==> src/rtl/seg_to_code_dec.sv <==
// seg_to_code_dec: glitch-filtered 7-segment pattern decoder with valid/ready output.
// Optional SEG_DEC_ERRCNT_EN adds a saturating err_cnt of transferred error symbols.
module seg_to_code_dec #(
  parameter int STABLE_CYCLES = 4,
  parameter int CNT_W         = 8
) (
  input  logic             clk,
  input  logic             rst_n,
  input  logic [6:0]       seg_in,
  input  logic             out_ready,
  output logic             out_valid,
  output logic [1:0]       out_class,
  output logic             out_err,
`ifdef SEG_DEC_ERRCNT_EN
  output logic [CNT_W-1:0] err_cnt,
`endif
  output logic             busy
);
  localparam int SW = $clog2(STABLE_CYCLES + 1);
  typedef enum logic [1:0] {IDLE, SETTLE, VALID} state_t;
  state_t        state_q, state_d;
  logic [6:0]    seg_q, last_q, last_d;
  logic          last_vld_q, last_vld_d;
  logic [SW-1:0] stab_cnt_q, stab_cnt_d;
  logic [1:0]    out_class_q, out_class_d, dec_class;
  logic          out_err_q, out_err_d, dec_err;
  assign dec_class = seg_q == 7'b1011011 ? 2'd1 :
                     seg_q == 7'b1001111 ? 2'd2 :
                     seg_q == 7'b0000001 ? 2'd3 : 2'd0;
  assign dec_err   = !(seg_q == 7'b0001111 || seg_q == 7'b1011011 ||
                       seg_q == 7'b1001111 || seg_q == 7'b0000001);
  assign out_valid = state_q == VALID;
  assign busy      = state_q != IDLE;
  assign out_class = out_class_q;
  assign out_err   = out_err_q;
  always_comb begin
    state_d     = state_q;
    stab_cnt_d  = stab_cnt_q;
    last_d      = last_q;
    last_vld_d  = last_vld_q;
    out_class_d = out_class_q;
    out_err_d   = out_err_q;
    case (state_q)
      IDLE: if (!last_vld_q || seg_q != last_q) begin
        state_d    = SETTLE;
        stab_cnt_d = SW'(1);
      end
      SETTLE: if (seg_in != seg_q) stab_cnt_d = SW'(1);
      else if (last_vld_q && seg_q == last_q) state_d = IDLE;
      else if (stab_cnt_q >= SW'(STABLE_CYCLES)) begin
        state_d     = VALID;
        out_class_d = dec_class;
        out_err_d   = dec_err;
        last_d      = seg_q;
        last_vld_d  = 1'b1;
      end else stab_cnt_d = stab_cnt_q + SW'(1);
      VALID: if (out_ready) state_d = IDLE;
      default: state_d = IDLE;
    endcase
  end
  always_ff @(posedge clk or negedge rst_n) begin
    if (!rst_n) begin
      state_q     <= IDLE;
      seg_q       <= '0;
      stab_cnt_q  <= '0;
      last_q      <= '0;
      last_vld_q  <= 1'b0;
      out_class_q <= '0;
      out_err_q   <= 1'b0;
    end else begin
      state_q     <= state_d;
      seg_q       <= seg_in;
      stab_cnt_q  <= stab_cnt_d;
      last_q      <= last_d;
      last_vld_q  <= last_vld_d;
      out_class_q <= out_class_d;
      out_err_q   <= out_err_d;
    end
  end
`ifdef SEG_DEC_ERRCNT_EN
  logic [CNT_W-1:0] err_cnt_q, err_cnt_d;
  assign err_cnt   = err_cnt_q;
  assign err_cnt_d = (out_valid && out_ready && out_err_q && err_cnt_q != '1) ?
                     err_cnt_q + CNT_W'(1) : err_cnt_q;
  always_ff @(posedge clk or negedge rst_n) begin
    if (!rst_n) err_cnt_q <= '0;
    else        err_cnt_q <= err_cnt_d;
  end
`endif
endmodule

==> config.mk <==
export PLATFORM = sky130hd
export DESIGN_NAME = seg_to_code_dec
export DESIGN_NICKNAME = d
export VERILOG_FILES = /design/src/rtl/seg_to_code_dec.sv
export SDC_FILE = /design/constraint.sdc
export NUM_CORES = 1
export LEC_CHECK = 0
export ABC_AREA = 0
export BUFFER_PORTS_ARGS = -buffer_cell sky130_fd_sc_hd__buf_2
export CORE_UTILIZATION = 55
export DETAILED_ROUTE_END_ITERATION = 10
export PLACE_DENSITY = 0.77
export SYNTH_ARGS = -nofsm -noshare
export SYNTH_HDL_FRONTEND = slang
export SYNTH_SLANG_ARGS = --single-unit
==> constraint.sdc <==
create_clock -name clk -period 2.3 [get_ports clk]
set_input_delay 0.115 -clock clk [delete_from_list [all_inputs] [get_ports clk]]
set_output_delay 0.115 -clock clk [all_outputs]
set_load 0.01 [all_outputs]
# Yosys cells after proc, flatten, opt, wreduce, memory -nomap -nowiden
# Cells that the tools add are included.
# W data, S select, Z words.
# classes
n_addsub	1
multipliers	0
n_div	0
order_cmp	1
eq_ne	15
shifts	0
muxes	14
bitwise_logic	2
n_reduce_logical	13
# ops
op	n
$mux W2	8
$eq A7 B7 Y1 const B	2
$ne A7 B7 Y1	2
$mux W3	4
$reduce_and A4 Y1	3
$ne A3 B3 Y1 const B	3
$eq A7 B1 Y1 const B	1
$eq A7 B4 Y1 const B	1
$eq A7 B7 Y1	1
$ne A2 B2 Y1 const B	3
$pmux W2 S3	1
$pmux W3 S2	1
$logic_or A1 B1 Y1	4
$reduce_bool A2 Y1	2
$add A3 B1 Y3 const B	1
$ge A3 B3 Y1 const B	1
$eq A2 B1 Y1 const B	1
$eq A2 B2 Y1 const B	1
$logic_not A1 Y1	2
$logic_not A2 Y1	1
$not A1 Y1	2
$logic_and A1 B1 Y1	1
# totals
ff_bits	23
latchBits	0
ramBits	0
mem_bits_ro	0
input_bits	10
out_inout_bits	5
elab_cells	53
mem_count	0

# Depth between registers and ports, before layout
# depth
word_depth	5
mapped_depth	6
mapped_depth_nobuf	5

# Worst setup path after synthesis
# OpenSTA, ideal clock, no wires.
# synth_timing
kind	reg2reg
startpoint	register seg_q[4]
endpoint	register last_q[0]
setup_time_ps	125
arrival_ps	1864
t_required_ps	2175
setup_slack_ps	311
path_stages_with_launch	7
path_buffers	1
synth_period_minus_slack_ps	1989
cell_sequence	dfrtp_1 > buf_4 > xor2_1 > nor4_4 > nand2_1 > nor4b_4 > mux2_2
# synth_via
elab_chain_cells	4
elab_cells_between_ends	6
classes_between	eq/ne (2); bitwise (2); reduce/logical (2)
# synth_rtl
item	line_no	rtl
start: declaration	22	logic [6:0] seg_q, last_q, last_d;
start signal: assignment	72	seg_q <= seg_in;
$eq A7 B7 Y1	49	else if (last_vld_q && seg_q == last_q) state_d = IDLE;
$logic_and A1 B1 Y1	49	
$not A1 Y1 (no source line)	--	
$reduce_and A4 Y1 (no source line) *	--	
end signal: assignment	74	last_q <= last_d;
end: declaration	22	
# Every way passes the cells marked *; elsewhere a longest branch is shown, timed or not.
# A chain may end at the register's enable or synchronous reset.

# Worst setup path in the final report
# layout_timing
startpoint	register seg_q[4]
endpoint	register out_class_q[1] (netlist: out_class[1])
# layout_via
elab_chain_cells	4
elab_cells_between_ends	12
classes_between	eq/ne (5); mux (3); bitwise (2); reduce/logical (2)
# layout_rtl
item	line_no	rtl
$eq A7 B1 Y1 / $eq A7 B7 Y1 (equally long branches)	29, 49	
$mux W2 / $logic_and A1 B1 Y1 (equally long branches)	29, 49	
$mux W2 / $not A1 Y1 (equally long branches)	--	
$mux W2 / $reduce_and A4 Y1 (equally long branches)	--	
end signal: assignment	76	out_class_q <= out_class_d;
end: declaration	25	logic [1:0] out_class_q, out_class_d, dec_class;
# Several ways; a longest one is shown, not always the timed one.

==> metrics.log <==
INFO  metric outcome = complete, no violations
INFO  metric timing_worst_slew_pin_value = 0.552 ns
INFO  metric grt_pass1_vias = 682
INFO  metric whs_path_depth = 3
INFO  metric path_class = reg -> reg
INFO  metric initial_utilization = 0.581
INFO  metric synth_fp_nets = 106
INFO  metric grt_pass1_wl = 3080 um
INFO  metric total_die_area = 2240 sq um
INFO  metric post_synth_inst_count = 94
INFO  metric nets = 129
INFO  metric cp_data_arrival_time = 2.39 ns
INFO  metric fp_rows = 16
INFO  metric place_hpwl = 1370 um
INFO  metric synth_warnings = 0
INFO  metric area_growth = 17.3%
INFO  metric cp_data_required_time = 2.51 ns
INFO  metric report.final.slew_viol_count = 0
INFO  metric numCtsBuffers = 3
INFO  metric setup.reg_to_reg.worst_slack = 0.11 ns
INFO  metric drtAntennaViolNets = 0
INFO  metric holdCritPathClass = in -> reg
INFO  metric hold_slack = 0.0494 ns
INFO  metric multi_input_comb_area = 512 sq um
INFO  metric die-width = 47.3 um
INFO  metric die_height = 47.3 um
INFO  metric crit_family = simple AND/OR/NAND/NOR gates
INFO  metric cts.path.max_buffers = 2
INFO  metric globalplace.congestion = 0.853
INFO  metric filler_cell_count = 157
INFO  metric endpoint = out_class[1]$_DFFE_PN0P_
INFO  metric drt_pass1_iterations = 4
INFO  metric leakagePower = 0.611 nW
INFO  metric tritoncts_num_sinks = 23
INFO  metric ios = 15
INFO  metric timing.critical_path.slowest_cell_delay = 0.55 ns
INFO  metric setup_viol = 0
INFO  metric buffer_ports.inserted = 14
INFO  metric coreArea = 1940 sq um
INFO  metric cts.clk_slew.worst_paths = 0.12 ns
INFO  metric via_count = 744
INFO  metric postLayoutCellArea = 1320 sq um
INFO  metric netlist-cell-type-count = 31
INFO  metric final_layout_size_suffix_gt1_frac = 0.276
INFO  metric grt_antenna_before_repair = 0
INFO  metric grt_start_max_net_pins = 24
INFO  metric totalWireLength = 1950 um
INFO  metric worstPathMaxFanout = 8
INFO  metric total_count_of_hold_check_failures_in_the_final_report = 0
INFO  metric worst-path-buf-inv = 0
INFO  metric cap_viol_max_count = 0
INFO  metric timing.critical_path.cells = xor2_1, nor4_4, nand2_1, nor4b_4, mux2_2
INFO  metric globalRoute.totalOverflow = 0
INFO  metric synth-seq-area-share = 0.510
INFO  metric clock_tree_from_tritoncts = done
INFO  metric worst_path_max_delay_cell = sky130_fd_sc_hd__nor4b_4
INFO  metric crit_start = seg_q[4]$_DFF_PN0_
INFO  metric fmax = 0.457 GHz
INFO  metric final_period_minus_worst_setup_slack = 2.19 ns
INFO  metric clockRootBuffer = sky130_fd_sc_hd__clkbuf_4
INFO  metric setup_total_negative_slack = 0 ns
INFO  metric post-route-period-util = 0.950
INFO  metric ys_ff_latch = 23
INFO  metric drt_drc_violations_left = 0
INFO  metric timing.critical_path.to_type = flip-flop
INFO  metric insertion_delay = 0.31 ns
INFO  metric detail_route.iter0.violations = 2
INFO  metric wire_per_inst = 13.6 um
INFO  metric slew-limit-headroom = 0.630
INFO  metric regToRegStartpoint = seg_q[4]$_DFF_PN0_
INFO  metric setup_skew_after_layout = 0.00440 ns
INFO  metric placement.cell_area = 1210 sq um
INFO  metric drt-vias-per-instance = 5.20
INFO  metric grt_setup_unrepaired = no
INFO  metric holdCritStartpoint = out_ready
INFO  metric cts.htree.levels = 1
INFO  metric worst_r2r_endpoint = out_class[1]$_DFFE_PN0P_
INFO  metric track_usage = 0.208
INFO  metric power_per_cell_area = 503 nW/um^2
INFO  metric finalPower = 0.000666 W
INFO  metric avgSynthCellArea = 12.0 sq um
INFO  metric post_synth_instance_area = 1130 sq um
INFO  metric postCtsSetupBuffers = 0
INFO  metric r2r_cells = 5
INFO  metric vdd_drop_max = 0.402 mV
INFO  metric setup.worst_path.start_class = flip-flop
INFO  metric antenna-diode-count = 0
INFO  metric seq_area = 576 sq um
INFO  metric number_of_stages_on_the_worst_setup_path = 5
[cell families (layout without fill, tap and decap cells)]
| family | after synthesis | in the layout | synth area share |
|---|---|---|---|
| XOR/XNOR | 14 | 14 | 0.109 |
| buffers and inverters | 10 | 32 | 0.0410 |
| flip-flops | 23 | 23 | 0.510 |
| adder cells (fa/ha/maj) | 2 | 2 | 0.0222 |
| multiplexers | 11 | 11 | 0.108 |
| AND/OR/NAND/NOR | 24 | 24 | 0.153 |
| AO/OA/AOI/OAI | 10 | 10 | 0.0577 |
[registers in the layout, indices dropped and copies added (netlist names)]
register / cells
out_class: 2
last_vld_q: 1
out_err: 1
state_q: 2
seg_q: 7
last_q: 7
stab_cnt_q: 3
[per-layer routing]
metal	wire, um	global-route usage
met1	919	0.291
met2	948	0.321
met3	39	0.0231
met4	37	0.103
met5	0	0
[placed cells by master (no fill, tap or decap), types with 2 or more instances in the layout]
cell,Yosys,routed
sky130_fd_sc_hd__a21oi_1,3,3
sky130_fd_sc_hd__buf_2,4,14
sky130_fd_sc_hd__clkbuf_4,0,3
sky130_fd_sc_hd__dfrtp_1,23,23
sky130_fd_sc_hd__dlygate4sd3_1,0,8
sky130_fd_sc_hd__ha_1,2,2
sky130_fd_sc_hd__inv_1,5,5
sky130_fd_sc_hd__mux2_2,9,9
sky130_fd_sc_hd__mux2i_1,2,2
sky130_fd_sc_hd__nand2_1,3,3
sky130_fd_sc_hd__nand2b_1,2,2
sky130_fd_sc_hd__nor2_1,2,2
sky130_fd_sc_hd__nor4_1,3,3
sky130_fd_sc_hd__o21ai_0,2,2
sky130_fd_sc_hd__or2_2,2,2
sky130_fd_sc_hd__or3_1,2,2
sky130_fd_sc_hd__xor2_1,13,13
[per-stage QoR]
step	std cells	worst slack, ns	util
after global placement	131	0.211	0.624
final	143	0.114	0.682
after global routing	143	0.00785	0.682
after CTS	143	0.115	0.679
after floorplan	94	0.311	-
after detailed placement	131	0.145	0.624
[cell usage after synthesis]
master | instances | area (sq um)
sky130_fd_sc_hd__buf_4 | 1 | 7.51
sky130_fd_sc_hd__mux2_2 | 9 | 101
sky130_fd_sc_hd__nor3b_1 | 1 | 7.51
sky130_fd_sc_hd__nand4b_1 | 1 | 8.76
sky130_fd_sc_hd__nor4_1 | 3 | 18.8
sky130_fd_sc_hd__nor4b_4 | 1 | 23.8
sky130_fd_sc_hd__and3_1 | 1 | 6.26
sky130_fd_sc_hd__nor3_1 | 2 | 10.0
sky130_fd_sc_hd__xnor2_1 | 1 | 8.76
sky130_fd_sc_hd__dfrtp_1 | 23 | 576
sky130_fd_sc_hd__a21oi_1 | 3 | 15.0
sky130_fd_sc_hd__nor4_4 | 1 | 21.3
sky130_fd_sc_hd__nor2_1 | 2 | 7.51
sky130_fd_sc_hd__a31oi_1 | 1 | 6.26
sky130_fd_sc_hd__or2_2 | 2 | 12.5
sky130_fd_sc_hd__nand2b_1 | 2 | 12.5
sky130_fd_sc_hd__mux2i_1 | 2 | 20.0
sky130_fd_sc_hd__nor4b_1 | 1 | 8.76
sky130_fd_sc_hd__nand2_1 | 3 | 11.3
sky130_fd_sc_hd__nand4_1 | 1 | 6.26
sky130_fd_sc_hd__inv_1 | 5 | 18.8
sky130_fd_sc_hd__o31ai_1 | 1 | 7.51
sky130_fd_sc_hd__xor2_1 | 13 | 114
sky130_fd_sc_hd__a22o_1 | 1 | 8.76
sky130_fd_sc_hd__o21ai_0 | 2 | 10.0
sky130_fd_sc_hd__o2bb2ai_1 | 1 | 8.76
sky130_fd_sc_hd__buf_2 | 4 | 20.0
sky130_fd_sc_hd__nand3_1 | 1 | 5.00
sky130_fd_sc_hd__or3_1 | 2 | 12.5
sky130_fd_sc_hd__ha_1 | 2 | 25.0
sky130_fd_sc_hd__a32oi_1 | 1 | 8.76
[final cells by class]
| type | count | share of cell area |
|---|---|---|
| Multi-Input combinational cell | 61 | 0.387 |
| Timing Repair Buffer | 23 | 0.119 |
| Clock buffer | 4 | 0.0198 |
| Sequential cell | 23 | 0.435 |
| Inverter | 5 | 0.0142 |
| Tap cell | 27 | 0.0255 |
[timing repair]
| action | in CTS | in global routing |
|---|---|---|
| endpoints found under the hold margin | 30 | 0 |
| hold buffers | 8 | 0 |
| setup endpoints to repair | 0 | 5 |
| resized for setup | 0 | 1 |
[worst reg2reg max path, cell delays in order, from the launching register on]
cell	delay [ns]
sky130_fd_sc_hd__dfrtp_1	0.47
sky130_fd_sc_hd__xor2_1	0.21
sky130_fd_sc_hd__nor4_4	0.30
sky130_fd_sc_hd__nand2_1	0.14
sky130_fd_sc_hd__nor4b_4	0.55
sky130_fd_sc_hd__mux2_2	0.40
[how the worst min path moves through the flow]
stage and endpoint:
6_report state_q[1]$_DFFE_PN0P_, 5_1_grt state_q[1]$_DFFE_PN0P_, 4_1_cts state_q[1]$_DFFE_PN0P_, 3_5_place_dp seg_q[3]$_DFF_PN0_
3_3_place_gp seg_q[3]$_DFF_PN0_, 2_1_floorplan last_q[0]$_DFFE_PN0P_
[power by group]
| group | switching, W | internal [W] | total (W) |
|---|---|---|---|
| Combinational | 0.0000292 | 0.0000284 | 0.0000575 |
| Clock | 0.000118 | 0.0000679 | 0.000186 |
| Sequential | 0.0000124 | 0.000411 | 0.000423 |
No activity file was read; power rests on OpenSTA's default activity.
